===== config.mk =====
export PLATFORM = sky130hd
export DESIGN_NAME = wb_spi_master
export DESIGN_NICKNAME = d
export VERILOG_FILES = /design/src/rtl/wb_spi_master.sv
export SDC_FILE = /design/constraint.sdc
export NUM_CORES = 1
export LEC_CHECK = 0
export CORE_MARGIN = 3
export CORE_UTILIZATION = 50
export DETAILED_ROUTE_END_ITERATION = 6
export HOLD_SLACK_MARGIN = 0.02
export MAX_ROUTING_LAYER = met4
export PLACE_DENSITY = 0.67
export SLEW_MARGIN = 20
export SYNTH_ARGS = -nofsm -noshare
export SYNTH_HDL_FRONTEND = slang
export SYNTH_SLANG_ARGS = --single-unit

===== constraint.sdc =====
create_clock -name clk -period 5.89 [get_ports clk]
set_clock_uncertainty 0.1 [all_clocks]
set_input_delay 1.178 -clock clk [delete_from_list [all_inputs] [get_ports clk]]
set_output_delay 1.178 -clock clk [all_outputs]
set_load 0.1 [all_outputs]

===== src/rtl/wb_spi_master.sv =====
// Wishbone-slave SPI master with programmable word length, CPOL/CPHA, clock divider,
// chip selects, 32-bit TX/RX FIFOs and a completion interrupt.

module wb_spi_fifo #(
  parameter int DEPTH = 8
) (
  input  logic        clk,
  input  logic        rst_n,
  input  logic        push_i,
  input  logic [31:0] data_i,
  input  logic        pop_i,
  output logic [31:0] data_o,
  output logic        full_o,
  output logic        empty_o
);
  localparam int AW = $clog2(DEPTH);
  localparam logic [AW:0] FULL_CNT = (AW+1)'(DEPTH);

  logic [31:0]   mem_q [DEPTH];
  logic [AW-1:0] wptr_q, rptr_q;
  logic [AW:0]   cnt_q;
  logic          do_push_s, do_pop_s;

  // A push into a full FIFO is accepted only when a pop frees a slot in the same cycle
  assign empty_o   = (cnt_q == {(AW+1){1'b0}});
  assign full_o    = (cnt_q == FULL_CNT);
  assign do_pop_s  = pop_i & ~empty_o;
  assign do_push_s = push_i & (~full_o | do_pop_s);
  assign data_o    = mem_q[rptr_q];

  // Storage array
  always_ff @(posedge clk) begin
    if (do_push_s) mem_q[wptr_q] <= data_i;
  end

  // Pointers and occupancy
  always_ff @(posedge clk or negedge rst_n) begin
    if (!rst_n) begin
      wptr_q <= {AW{1'b0}};
      rptr_q <= {AW{1'b0}};
      cnt_q  <= {(AW+1){1'b0}};
    end else begin
      if (do_push_s) wptr_q <= wptr_q + 1'b1;
      if (do_pop_s)  rptr_q <= rptr_q + 1'b1;
      case ({do_push_s, do_pop_s})
        2'b10:   cnt_q <= cnt_q + 1'b1;
        2'b01:   cnt_q <= cnt_q - 1'b1;
        default: cnt_q <= cnt_q;
      endcase
    end
  end
endmodule

module wb_spi_master #(
  parameter int NCS        = 4,
  parameter int DIV_W      = 16,
  parameter int FIFO_DEPTH = 8
) (
  input  logic           clk,
  input  logic           reset,
  input  logic [31:0]    wb_adr_i,
  input  logic [31:0]    wb_dat_i,
  output logic [31:0]    wb_dat_o,
  input  logic [3:0]     wb_sel_i,
  input  logic           wb_cyc_i,
  input  logic           wb_stb_i,
  input  logic           wb_we_i,
  output logic           wb_ack_o,
  output logic           sck,
  output logic           mosi,
  input  logic           miso,
  output logic [NCS-1:0] cs_n,
  output logic           irq
);
  typedef enum logic [2:0] {S_IDLE, S_SETUP, S_SHIFT, S_HOLD, S_GAP} state_e;

  state_e          state_q;
  logic [10:0]     ctrl_q;
  logic [DIV_W-1:0] div_q, div_s_q, hcnt_q;
  logic [NCS-1:0]  cs_q, cs_n_q;
  logic            rx_ovr_q, irq_pend_q, irq_q, ack_q;
  logic [31:0]     dat_q, tx_sh_q, rx_sh_q;
  logic            cpol_q, cpha_q, lsb_q, sck_q, mosi_q, rx_push_q;
  logic [4:0]      len1_q;
  logic [5:0]      edge_q;

  logic            req_s, wr_s, rd_s, tx_push_s, rx_pop_s, w1c_s, start_s, tick_s, busy_s;
  logic            last_edge_s, rx_ovr_set_s;
  logic [2:0]      addr_s;
  logic [31:0]     rdata_s, tx_dout_s, rx_dout_s, tx_aligned_s, tx_next_s, rx_word_s;
  logic            tx_full_s, tx_empty_s, rx_full_s, rx_empty_s, tx_lead_s;
  logic            unused_s;

  assign unused_s = ^{wb_sel_i, wb_adr_i[31:5], wb_adr_i[1:0]};

  assign req_s     = wb_cyc_i & wb_stb_i & ~ack_q;
  assign wr_s      = req_s & wb_we_i;
  assign rd_s      = req_s & ~wb_we_i;
  assign addr_s    = wb_adr_i[4:2];
  assign tx_push_s = wr_s & (addr_s == 3'd4);
  assign rx_pop_s  = rd_s & (addr_s == 3'd5);
  assign w1c_s     = wr_s & (addr_s == 3'd3);

  assign busy_s      = (state_q != S_IDLE);
  assign tick_s      = (hcnt_q == {DIV_W{1'b0}});
  assign last_edge_s = (edge_q == {len1_q, 1'b1});

  // Outgoing word is pre-shifted so the next bit always sits at bit 31 (MSB-first) or bit 0
  assign tx_aligned_s = ctrl_q[3] ? tx_dout_s : (tx_dout_s << (5'd31 - ctrl_q[10:6]));
  assign tx_lead_s    = ctrl_q[3] ? tx_aligned_s[0] : tx_aligned_s[31];
  assign tx_next_s    = ctrl_q[3] ? (tx_aligned_s >> 5'd1) : (tx_aligned_s << 5'd1);
  assign rx_word_s    = lsb_q ? (rx_sh_q >> (5'd31 - len1_q)) : rx_sh_q;
  assign rx_ovr_set_s = rx_push_q & rx_full_s & ~rx_pop_s;

  wb_spi_fifo #(.DEPTH(FIFO_DEPTH)) u_tx_fifo (
    .clk(clk), .rst_n(reset), .push_i(tx_push_s), .data_i(wb_dat_i), .pop_i(start_s),
    .data_o(tx_dout_s), .full_o(tx_full_s), .empty_o(tx_empty_s)
  );

  wb_spi_fifo #(.DEPTH(FIFO_DEPTH)) u_rx_fifo (
    .clk(clk), .rst_n(reset), .push_i(rx_push_q), .data_i(rx_word_s), .pop_i(rx_pop_s),
    .data_o(rx_dout_s), .full_o(rx_full_s), .empty_o(rx_empty_s)
  );

  // Word start: from idle, back-to-back from hold, or after the chip-select gap
  always_comb begin
    start_s = 1'b0;
    case (state_q)
      S_IDLE:  start_s = ctrl_q[0] & ~tx_empty_s;
      S_HOLD:  start_s = ctrl_q[0] & tick_s & ~tx_empty_s & ctrl_q[4];
      S_GAP:   start_s = ctrl_q[0] & tick_s & ~tx_empty_s;
      default: start_s = 1'b0;
    endcase
  end

  // Register read mux
  always_comb begin
    rdata_s = 32'h0;
    case (addr_s)
      3'd0:    rdata_s[10:0]      = ctrl_q;
      3'd1:    rdata_s[DIV_W-1:0] = div_q;
      3'd2:    rdata_s[NCS-1:0]   = cs_q;
      3'd3:    rdata_s[6:0]       = {irq_pend_q, rx_ovr_q, rx_empty_s, rx_full_s,
                                     tx_empty_s, tx_full_s, busy_s};
      3'd5:    rdata_s            = rx_empty_s ? 32'h0 : rx_dout_s;
      default: rdata_s            = 32'h0;
    endcase
  end

  // Bus response, control registers and sticky status flags
  always_ff @(posedge clk or negedge reset) begin
    if (!reset) begin
      ack_q      <= 1'b0;
      dat_q      <= 32'h0;
      ctrl_q     <= 11'h0;
      div_q      <= {DIV_W{1'b0}};
      cs_q       <= {NCS{1'b0}};
      rx_ovr_q   <= 1'b0;
      irq_pend_q <= 1'b0;
      irq_q      <= 1'b0;
    end else begin
      ack_q <= req_s;
      dat_q <= rd_s ? rdata_s : 32'h0;
      if (wr_s && addr_s == 3'd0) ctrl_q <= wb_dat_i[10:0];
      if (wr_s && addr_s == 3'd1) div_q  <= wb_dat_i[DIV_W-1:0];
      if (wr_s && addr_s == 3'd2) cs_q   <= wb_dat_i[NCS-1:0];
      if (rx_ovr_set_s)                rx_ovr_q <= 1'b1;
      else if (w1c_s && wb_dat_i[5])   rx_ovr_q <= 1'b0;
      if (rx_push_q && tx_empty_s)     irq_pend_q <= 1'b1;
      else if (w1c_s && wb_dat_i[6])   irq_pend_q <= 1'b0;
      irq_q <= irq_pend_q & ctrl_q[5];
    end
  end

  // Transfer sequencer: half-period timing, shift registers and SPI pins
  always_ff @(posedge clk or negedge reset) begin
    if (!reset) begin
      state_q   <= S_IDLE;
      hcnt_q    <= {DIV_W{1'b0}};
      div_s_q   <= {DIV_W{1'b0}};
      edge_q    <= 6'd0;
      tx_sh_q   <= 32'h0;
      rx_sh_q   <= 32'h0;
      cpol_q    <= 1'b0;
      cpha_q    <= 1'b0;
      lsb_q     <= 1'b0;
      len1_q    <= 5'd0;
      sck_q     <= 1'b0;
      mosi_q    <= 1'b0;
      cs_n_q    <= {NCS{1'b1}};
      rx_push_q <= 1'b0;
    end else if (busy_s && !ctrl_q[0]) begin
      state_q   <= S_IDLE;
      sck_q     <= cpol_q;
      cs_n_q    <= {NCS{1'b1}};
      rx_push_q <= 1'b0;
    end else begin
      rx_push_q <= 1'b0;
      hcnt_q    <= tick_s ? div_s_q : (hcnt_q - 1'b1);
      if (start_s) begin
        state_q <= S_SETUP;
        cpol_q  <= ctrl_q[1];
        cpha_q  <= ctrl_q[2];
        lsb_q   <= ctrl_q[3];
        len1_q  <= ctrl_q[10:6];
        div_s_q <= div_q;
        hcnt_q  <= div_q;
        edge_q  <= 6'd0;
        rx_sh_q <= 32'h0;
        sck_q   <= ctrl_q[1];
        cs_n_q  <= ~cs_q;
        if (!ctrl_q[2]) begin
          mosi_q  <= tx_lead_s;
          tx_sh_q <= tx_next_s;
        end else begin
          tx_sh_q <= tx_aligned_s;
        end
      end else begin
        case (state_q)
          S_IDLE: begin
            sck_q  <= ctrl_q[1];
            cs_n_q <= {NCS{1'b1}};
          end
          S_SETUP: if (tick_s) state_q <= S_SHIFT;
          S_SHIFT: if (tick_s) begin
            sck_q  <= ~sck_q;
            edge_q <= edge_q + 1'b1;
            // Even edges lead; CPHA selects whether the leading or trailing edge samples
            if (edge_q[0] == cpha_q) begin
              rx_sh_q <= lsb_q ? {miso, rx_sh_q[31:1]} : {rx_sh_q[30:0], miso};
            end else if (!last_edge_s) begin
              mosi_q  <= lsb_q ? tx_sh_q[0] : tx_sh_q[31];
              tx_sh_q <= lsb_q ? (tx_sh_q >> 5'd1) : (tx_sh_q << 5'd1);
            end
            if (last_edge_s) begin
              state_q   <= S_HOLD;
              rx_push_q <= 1'b1;
            end
          end
          S_HOLD: if (tick_s) begin
            cs_n_q  <= {NCS{1'b1}};
            state_q <= tx_empty_s ? S_IDLE : S_GAP;
          end
          S_GAP: if (tick_s) state_q <= S_IDLE;
          default: state_q <= S_IDLE;
        endcase
      end
    end
  end

  assign wb_ack_o = ack_q;
  assign wb_dat_o = dat_q;
  assign sck      = sck_q;
  assign mosi     = mosi_q;
  assign cs_n     = cs_n_q;
  assign irq      = irq_q;
endmodule


# ---- After elaboration in Yosys (flattened, before gate mapping)
# Memories as Yosys holds them, arrays and structs flattened.
# Cells that the tools add are included.
dict set report op_classes {
  n_addsub 12
  eq_ne 26
  shifts 2
  mux 68
  n_bitwise 30
  n_reduce_logical 31
}
# operator count
set op_table {}
lappend op_table {{32-bit 2-to-1 mux} 17}
lappend op_table {{16-bit 2-to-1 mux} 3}
lappend op_table {{32-bit by 5-bit left shift with 32-bit output} 1}
lappend op_table {{32-bit by 5-bit right shift with 32-bit output} 1}
lappend op_table {{1-bit 2-to-1 mux} 24}
lappend op_table {{3-bit 2-to-1 mux} 8}
lappend op_table {{4-bit case mux with 2 select lines} 3}
lappend op_table {{4-bit by 3-bit inequality test with 1-bit output (second input constant)} 5}
lappend op_table {{4-bit case mux with 5 select lines} 1}
lappend op_table {{1-bit bitwise AND} 18}
lappend op_table {{6-bit 2-to-1 mux} 3}
lappend op_table {{16-bit logical NOT} 1}
lappend op_table {{16-bit by 1-bit subtractor with 16-bit output (second input constant)} 1}
lappend op_table {{3-bit case mux with 5 select lines} 1}
lappend op_table {{2-bit nonzero test} 7}
lappend op_table {{3-bit by 1-bit adder with 3-bit output (second input constant)} 4}
lappend op_table {{3-bit by 2-bit == test with 1-bit output (second input constant)} 4}
lappend op_table {{4-bit 2-to-1 mux} 3}
lappend op_table {{3-bit case mux with 4 select lines} 1}
lappend op_table {{4-bit case mux with 3 select lines} 1}
lappend op_table {{6-bit AND reduction} 2}
lappend op_table {{5-bit case mux with 2 select lines} 1}
lappend op_table {{5-bit subtractor (first input constant)} 2}
lappend op_table {{3-bit == test (second input constant)} 3}
lappend op_table {{other kinds (27)} 54}
dict set report totals {
  reg_bits 207
  mem_bits_rw 512
  inputBits 74
  out_inout_bits 40
  word_cells 199
  n_memories 2
}
# name depth width rd rd_ports_with_merged_regs write_ports line_no
set mem_list {}
lappend mem_list {u_rx_fifo.mem_q 8 32 1 0 1 19} ;# logic [31:0] mem_q [DEPTH];
lappend mem_list {u_tx_fifo.mem_q 8 32 1 0 1 19}

# ---- Longest topological paths before layout
# Gate-level depths: netlist of run 1.
dict set report depth {
  word_depth 10
  ltp_mapped 17
  depth_no_buf 15
}

# ---- Modules after synthesis
# From an unflattened synthesis of run 1, not the netlist that was laid out.
dict set report hier_totals {
  cells_unflattened 2262
  area_unflattened_um2 33957.6
}
# mod n_inst cells_per_inst area_each_um2 seq_area_each_um2
set by_module_without_submodules {}
lappend by_module_without_submodules {wb_spi_fifo 2 436 10383.7 7937.6}
lappend by_module_without_submodules {wb_spi_master 1 1390 13190.2 4684.5}

# ---- Worst setup path before layout of run 1
# No wires, ideal clock.
dict set report synth_timing {
  path_kind {input-to-reg}
  from {input port wb_adr_i[4]}
  to {memory u_rx_fifo.mem_q[0][0], enable pin}
  setup_time_ns 0.502
  t_arrival_ns 5.402
  t_required_ns 5.288
  path_slack_ns -0.114
  path_stages 6
  n_path_buf 1
  cell_sequence {clkbuf_1 > inv_1 > or2_2 > o21ai_0 > nand2_1 > nor4_1}
}
dict set report synth_between {
  elab_chain_len 7
}
# element line_no
set synth_lines {}
lappend synth_lines {{start: declaration} 61} ;# input logic [31:0] wb_adr_i,
lappend synth_lines {{3-bit == test} 101} ;# assign rx_pop_s = rd_s & (addr_s == 3'd5);
lappend synth_lines {{1-bit bitwise AND} 101}
lappend synth_lines {{1-bit bitwise AND} 27} ;# assign do_pop_s = pop_i & ~empty_o;
lappend synth_lines {{1-bit bitwise OR} 28} ;# assign do_push_s = push_i & (~full_o | do_pop_s);
lappend synth_lines {{1-bit bitwise AND} 28}
lappend synth_lines {{1-bit 2-to-1 mux} 33} ;# if (do_push_s) mem_q[wptr_q] <= data_i;
lappend synth_lines {{1-bit 2-to-1 mux (not written as such)} 33}
lappend synth_lines {{end: declaration} 19}
# No other way between the ends.

# ---- Worst setup path after layout of run 1
dict set report layout_timing {
  from {input port wb_adr_i[4]}
  to {register u_rx_fifo.cnt_q[3]}
}
dict set report layout_between {
  elab_chain_len 7
  elab_cells_between_ends 9
}
# element line_no
set layout_lines {}
lappend layout_lines {{3-bit == test *} 101}
lappend layout_lines {{1-bit bitwise AND *} 101}
lappend layout_lines {{1-bit bitwise AND *} 27}
lappend layout_lines {{1-bit bitwise OR} 28}
lappend layout_lines {{1-bit bitwise AND} 28}
lappend layout_lines {{2-bit by 1-bit == test with 1-bit output / 2-bit == test (equally long branches)} 45} ;# case ({do_push_s, do_pop_s})
lappend layout_lines {{4-bit case mux with 2 select lines / 2-bit nonzero test (equally long branches)} -}
lappend layout_lines {{end signal: assignment} 46} ;# 2'b10: cnt_q <= cnt_q + 1'b1;
lappend layout_lines {{end signal: assignment} 47} ;# 2'b01: cnt_q <= cnt_q - 1'b1;
lappend layout_lines {{end signal: assignment} 48} ;# default: cnt_q <= cnt_q;
lappend layout_lines {{end: declaration} 21} ;# logic [AW:0] cnt_q;
# Every way passes the cells marked *; elsewhere a longest branch is shown, timed or not.
# A chain may end at the register's enable or synchronous reset.

==> impl_metrics.csv, run 1 <==
group,metric,value,unit
outcome,status,"finished, final reports clean",
logic_synthesis,syn-num-nets,2465,
sta,fin_crit,4197,ps
logic_synthesis,yosys_warnings,0,
floorplanning,die_area,71330,um^2
worst_setup_path,reg2reg_depth,8,
worst_setup_path,arrival,4610,ps
layout,area_growth,12.64,%
detailed_routing,viasPerCell,6.336,
logic_synthesis,syn_inst,2377,
sta,fmax,238.3,MHz
sta,worstMarginPinSlew,1096,ps
sta,final_hold_viol_count,0,
clocking,cts-root-buf,"clkbuf_16",
logic_synthesis,synth_edf_count,512,
logic_synthesis,yosysSeqAreaShare,60.33,%
layout,drive_above_1_share,19.49,%
detailed_routing,wl,88700,um
sta,grt_setup_unrepaired,"no",
power,p_comb_share,33.1,%
worst_setup_path,timing.critical_path.to_type,"flop",
worst_setup_path,cp_top_family,"buffers and inverters",
power,power_density,437.1,nW/um^2
min_path,min_path_type,"reg -> reg",
worst_setup_path,endpoint,"u_rx_fifo.cnt_q[3]$_DFFE_PN0P_",
clocking,ctsHoldBuffers,0,
detailed_routing,drt-pass1-iter-count,5,
power,p_sw,0.005849,W
detailed_routing,wl_per_cell,26.37,um
run,maxCapViolCount,0,
logic_synthesis,ys.flop_type,"edfxtp_1",
global_routing,antenna_found_initial,6,
floorplanning,core_area,67400,um^2
floorplanning,std_cell_rows,95,
clocking,ctsResizeCount,0,
power,power,0.01678,W
logic_synthesis,avgSynthCellArea,14.34,um^2
clocking,numCtsBuffers,77,
floorplanning,die_h,267.1,um
worst_setup_path,path_cells,"clkdlybuf4s50_1 -> inv_1 -> or2_2 -> o21ai_0 -> nand2_1 -> ha_1 -> ha_1 -> a21o_1 -> a21oi_1 -> xnor2_1 -> nor2_1 -> xor2_1",
layout,layout_commonest_cell,"edfxtp_1",
global_routing,grt_pass1_wl,135300,um
floorplanning,io_pins,114,
global_routing,grt_max_degree,110,
layout,utilization,56.96,%
clocking,clk_latency,640,ps
worst_setup_path,slowest_delay,870,ps
logic_synthesis,synth_top_area_share,45.12,%
power,irDropWorstVdd,0.0003095,V
sta,fin_crit_sh,71.26,%
logic_synthesis,synth_cell_types,80,
worst_setup_path,cp_common_cell,"ha_1",
clocking,tritoncts,"yes",
global_routing,grt-ovfl-total,0,
power,p_sw_share,34.86,%
place,gp_congestion,0.9418,
worst_setup_path,reg2reg_slack,1780,ps
layout,nets,2515,
sta,setup_viol,0,
clocking,post_cts.repair.setup_buffers,0,
worst_setup_path,r2r_start,"u_tx_fifo.rptr_q[0]$_DFFE_PN0P_",
layout,final_cell_mix,"edfxtp_1, nand2_1, mux4_2, dfrtp_1, mux2i_1",
detailed_routing,vias,21310,
global_routing,grt_use_total,26.02,%
worst_setup_path,path_max_fanout,16,
worst_setup_path,cp.depth,12,
worst_setup_path,cp-start-kind,"input port",
place,placed_cell_area,35840,um^2
worst_setup_path,crit_type,"in -> reg",
power,power.share.clock,28.4,%
logic_synthesis,synth-seq-cells,719,
detailed_routing,drc,0,
power,leakage,13.37,nW
power,p_seq_share,38.5,%
sta,maxSlewHeadroom,26.64,%
worst_setup_path,cp.required,6310,ps
logic_synthesis,syn_area,34080,um^2
clocking,cts.htree.levels,3,
detailed_routing,antenna_left,0,
worst_setup_path,critPathLaunch,"wb_adr_i[4]",
logic_synthesis,synth_area_leaders,"edfxtp_1, dfrtp_1, mux4_2, mux2i_1, nand2_1",
place,hpwl,58010,um
floorplanning,start_util,50.57,%
logic_synthesis,synth_top_cell_by_area,"edfxtp_1",
worst_setup_path,critical_path.n_buffers_inverters,2,
logic_synthesis,synthArstFlopShare,28.79,%
clocking,clk_path_buf_depth,3,
clocking,cts_sinks,719,
worst_setup_path,r2r_end,"tx_sh_q[29]$_DFFE_PN0P_",
power,p_int,0.01093,W
sta,finalSetupTns,0,ps
layout,final_cell_area,38390,um^2
worst_setup_path,critPathSlowestCell,"clkdlybuf4s50_1",
place,port_buffers,80,
clocking,path_clk_slew,60,ps
global_routing,grt_pass1_vias,21130,
floorplanning,die_width,267.1,um
detailed_routing,drt-initial-drc-count,2205,
sta,slew_viol_final,0,
registers in the layout, summed over array words and instances, names as in the netlist, 16 cells and up:
register,cells
div_q,16
u_tx_fifo.mem_q,256
rx_sh_q,32
hcnt_q,16
tx_sh_q,32
wb_dat_o,32
u_rx_fifo.mem_q,256
div_s_q,16
worst min path at each step:
stage / startpoint / end / cells after the start
3_5_place_dp: cs_q[1]$_DFFE_PN0P_ / cs_n[1]$_DFFE_PN1P_ / 1
2_1_floorplan: cs_q[1]$_DFFE_PN0P_ / cs_n[1]$_DFFE_PN1P_ / 1
6_report: cs_q[1]$_DFFE_PN0P_ / cs_n[1]$_DFFE_PN1P_ / 1
3_3_place_gp: cs_q[3]$_DFFE_PN0P_ / cs_n[3]$_DFFE_PN1P_ / 1
5_1_grt: cs_q[3]$_DFFE_PN0P_ / cs_n[3]$_DFFE_PN1P_ / 1
4_1_cts: cs_q[1]$_DFFE_PN0P_ / cs_n[1]$_DFFE_PN1P_ / 1
cell usage after synthesis, types with 27 or more instances:
library cell	number
buf_1	29
nand2_1	221
o22ai_1	27
nand3_1	63
inv_1	33
edfxtp_1	512
nor3_1	27
mux2_2	66
mux4_2	196
dfrtp_1	203
nor2_1	150
a21oi_1	72
mux2i_1	191
o21ai_0	110
clkbuf_1	105
stage by stage:
step | std cells | setup slack [ps] | hold WS (ps)
finish | 3363 | 1693 | 347.8
global route | 3363 | 1431 | 383.2
CTS | 3362 | 1733 | 357.7
detailed placement | 3221 | 1063 | 347.0
global placement | 3221 | 1085 | 329.8
floorplan | 2377 | 725.5 | 296.6
power groups by stage:
stage | registers [W] | clock network, W | logic, W
floorplan | 0.00627 | 0 | 0.00413
global placement | 0.00653 | 0 | 0.00539
detailed placement | 0.00655 | 0 | 0.00547
CTS | 0.00645 | 0.00487 | 0.00550
global route | 0.00652 | 0.00507 | 0.00595
finish | 0.00645 | 0.00477 | 0.00556
worst register-to-register path: stages (launching register included):
cell and delay (ps):
dfrtp_4 890, buf_12 320, mux4_2 570, mux2_1 380, mux4_2 540, a32oi_1 380, a21oi_1 260, nor4_1 360
o221ai_1 170
per-layer routing:
metal,share of wire (%),global-route usage (%)
met5,0,-
met4,2.0,6.283
met2,46,39.11
met1,45,38.14
met3,6.8,3.519
logic make-up after synthesis:
family / synth area share, %
DFF: 60.33
xor gates and xnor gates: 0.9509
buffers and inverters: 2.566
adders and majority gates: 0.5360
AOI/OAI and AO/OA: 7.394
and+or+nand+nor: 7.273
muxes: 20.95
layout make-up:
type                    instances  area [um^2]
repair buffers                134         1249
diodes                          1        2.502
clock buffers                 104         2118
flip-flops and latches        719        20580
well taps                     873         1092
fillers                      5279        29010
multi-input cells            1456        12790
inverters                      39        146.4
clock inverters                37        414.1
Power figures use the tool's default switching activity.
==> run 2: changes to the inputs <==
--- a/config.mk
+++ b/config.mk
@@ -10,7 +10,7 @@
 export DETAILED_ROUTE_END_ITERATION = 6
 export HOLD_SLACK_MARGIN = 0.02
 export MAX_ROUTING_LAYER = met4
-export PLACE_DENSITY = 0.67
+export PLACE_DENSITY = 0.7
 export SLEW_MARGIN = 20
 export SYNTH_ARGS = -nofsm -noshare
 export SYNTH_HDL_FRONTEND = slang
==> constraint.sdc (replaced) <==
create_clock -name clk -period 3.6 [get_ports clk]
set_clock_uncertainty 0.1 [all_clocks]
set_input_delay 0.72 -clock clk [delete_from_list [all_inputs] [get_ports clk]]
set_output_delay 0.72 -clock clk [all_outputs]
set_load 0.1 [all_outputs]
==> impl_metrics.csv, run 2 (synthesized netlist as in run 1, its figures left out) <==
group,metric,value,unit
power,p_comb_share,35.1,%
detailed_routing,antenna_left,0,
power,leakage,13.77,nW
clocking,tritoncts,"yes",
detailed_routing,viasPerCell,6.274,
layout,final_cell_mix,"edfxtp_1, nand2_1, mux4_2, dfrtp_1, mux2i_1",
floorplanning,std_cell_rows,95,
power,p_int,0.01851,W
sta,fin_crit,3475,ps
worst_setup_path,crit_type,"reg -> reg",
power,power_density,717.5,nW/um^2
floorplanning,core_area,67400,um^2
layout,area_growth,15.61,%
sta,final_hold_viol_count,0,
floorplanning,start_util,50.57,%
floorplanning,die_width,267.1,um
worst_setup_path,cp-start-kind,"flop",
global_routing,grt-ovfl-total,0,
clocking,numCtsBuffers,76,
layout,utilization,58.46,%
place,placed_cell_area,36780,um^2
power,power.share.clock,28.1,%
power,irDropWorstVdd,0.0005811,V
layout,layout_commonest_cell,"edfxtp_1",
clocking,clk_path_buf_depth,3,
outcome,status,"finished, final reports clean",
detailed_routing,wl,90600,um
detailed_routing,drc,0,
sta,slew_viol_final,0,
layout,top_regs,"u_rx_fifo.mem_q (256), u_tx_fifo.mem_q (256)",
detailed_routing,vias,21640,
global_routing,antenna_found_initial,6,
global_routing,grt_max_degree,91,
power,p_sw_share,34.54,%
sta,finalSetupTns,0,ps
power,p_seq_share,36.8,%
worst_setup_path,cp.required,3960,ps
place,port_buffers,80,
layout,drive_above_1_share,22.40,%
global_routing,grt_use_total,26.51,%
detailed_routing,drt-pass1-iter-count,5,
power,p_sw,0.009764,W
worst_setup_path,path_max_fanout,18,
global_routing,grt_pass1_wl,138100,um
worst_setup_path,timing.critical_path.to_type,"flop",
sta,maxSlewHeadroom,24.85,%
detailed_routing,highest_layer,"met4",
clocking,cts.htree.levels,3,
detailed_routing,wl_met3,5789,um
floorplanning,die_area,71330,um^2
place,hpwl,60620,um
min_path,min_path_type,"in -> async",
clocking,clk_latency,640,ps
floorplanning,io_pins,114,
worst_setup_path,arrival,3840,ps
detailed_routing,drt-initial-drc-count,2075,
clocking,cts-root-buf,"clkbuf_16",
sta,setup_viol,0,
floorplanning,die_h,267.1,um
global_routing,grt_pass1_vias,21930,
sta,fin_crit_sh,96.54,%
layout,nets,2599,
clocking,post_cts.repair.setup_buffers,0,
detailed_routing,met2WireLength,43090,um
place,gp_congestion,1.003,
clocking,path_clk_slew,60,ps
run,maxCapViolCount,0,
layout,final_cell_area,39400,um^2
clocking,ctsHoldBuffers,0,
sta,fmax,287.7,MHz
detailed_routing,wirelength_met1,39890,um
sta,grt_setup_unrepaired,"no",
detailed_routing,wl_per_cell,26.27,um
sta,worstMarginPinSlew,1123,ps
clocking,cts_sinks,719,
[run 2: layer usage]
metal / track usage [%] / vias to the layer above
met5: - / -
met4: 6.269 / 0
met3: 3.684 / 131
met2: 41.36 / 754
met1: 37.51 / 11210
li1: - / 9548
[run 2: power groups by stage]
stage / Clock, W / Combinational (W) / Sequential [W]
floorplan: 0 / 0.00676 / 0.0103
global placement: 0 / 0.00962 / 0.0105
detailed placement: 0 / 0.00977 / 0.0105
CTS: 0.00812 / 0.00982 / 0.0104
global route: 0.00845 / 0.0106 / 0.0105
finish: 0.00796 / 0.00992 / 0.0104
[run 2: area by class of cell]
type,count,area [um^2]
diodes,4,10.01
clock buffers,98,2067
clock inverters,41,513.0
fillers,5153,28000
inverters,39,146.4
multi-input cells,1456,12830
flip-flops and latches,719,20580
well taps,873,1092
repair buffers,219,2161
[run 2: what timing repair did]
item	in CTS	in global routing
endpoints found under the hold margin	0	0
gates resized for setup	0	4
endpoints found under the setup margin	0	38
[run 2: critical path, stage by stage, from the launching register on]
cell and delay (ps):
dfrtp_4 470, buf_12 190, mux4_2 570, mux4_2 590
mux4_2 480, nand2_1 80, o311ai_0 150, buf_4 210
a211oi_1 320, a2111oi_0 140
[run 2: through the flow]
stage | hold slack, ps | setup slack [ps] | total power (W) | instances
2_1_floorplan | 296.6 | -596.1 | 0.01702 | 2377
3_3_place_gp | 329.1 | 79.12 | 0.02013 | 3306
3_5_place_dp | 342.1 | 27.89 | 0.02031 | 3306
4_1_cts | 59.98 | 60.50 | 0.02833 | 3445
5_1_grt | 60.99 | 27.98 | 0.02949 | 3449
6_report | 11.47 | 124.5 | 0.02827 | 3449
[run 2: worst paths after layout]
| path | startpoint | cells past startpoint | end | slack, ps |
|---|---|---|---|---|
| hold reg to reg | cs_q[2]$_DFFE_PN0P_ | 1 | cs_n[2]$_DFFE_PN1P_ | 340 |
| hold / removal | reset | 1 | wb_dat_o[17]$_DFF_PN0_ | 10 |
| setup / recovery | u_tx_fifo.rptr_q[0]$_DFFE_PN0P_ | 9 | tx_sh_q[24]$_DFFE_PN0P_ | 120 |
| min in group clk | cs_q[2]$_DFFE_PN0P_ | 1 | cs_n[2]$_DFFE_PN1P_ | 340 |
| setup reg to reg | u_tx_fifo.rptr_q[0]$_DFFE_PN0P_ | 9 | tx_sh_q[24]$_DFFE_PN0P_ | 120 |
| max in group asynchronous | reset | 2 | div_s_q[11]$_DFFE_PN0P_ | 2490 |
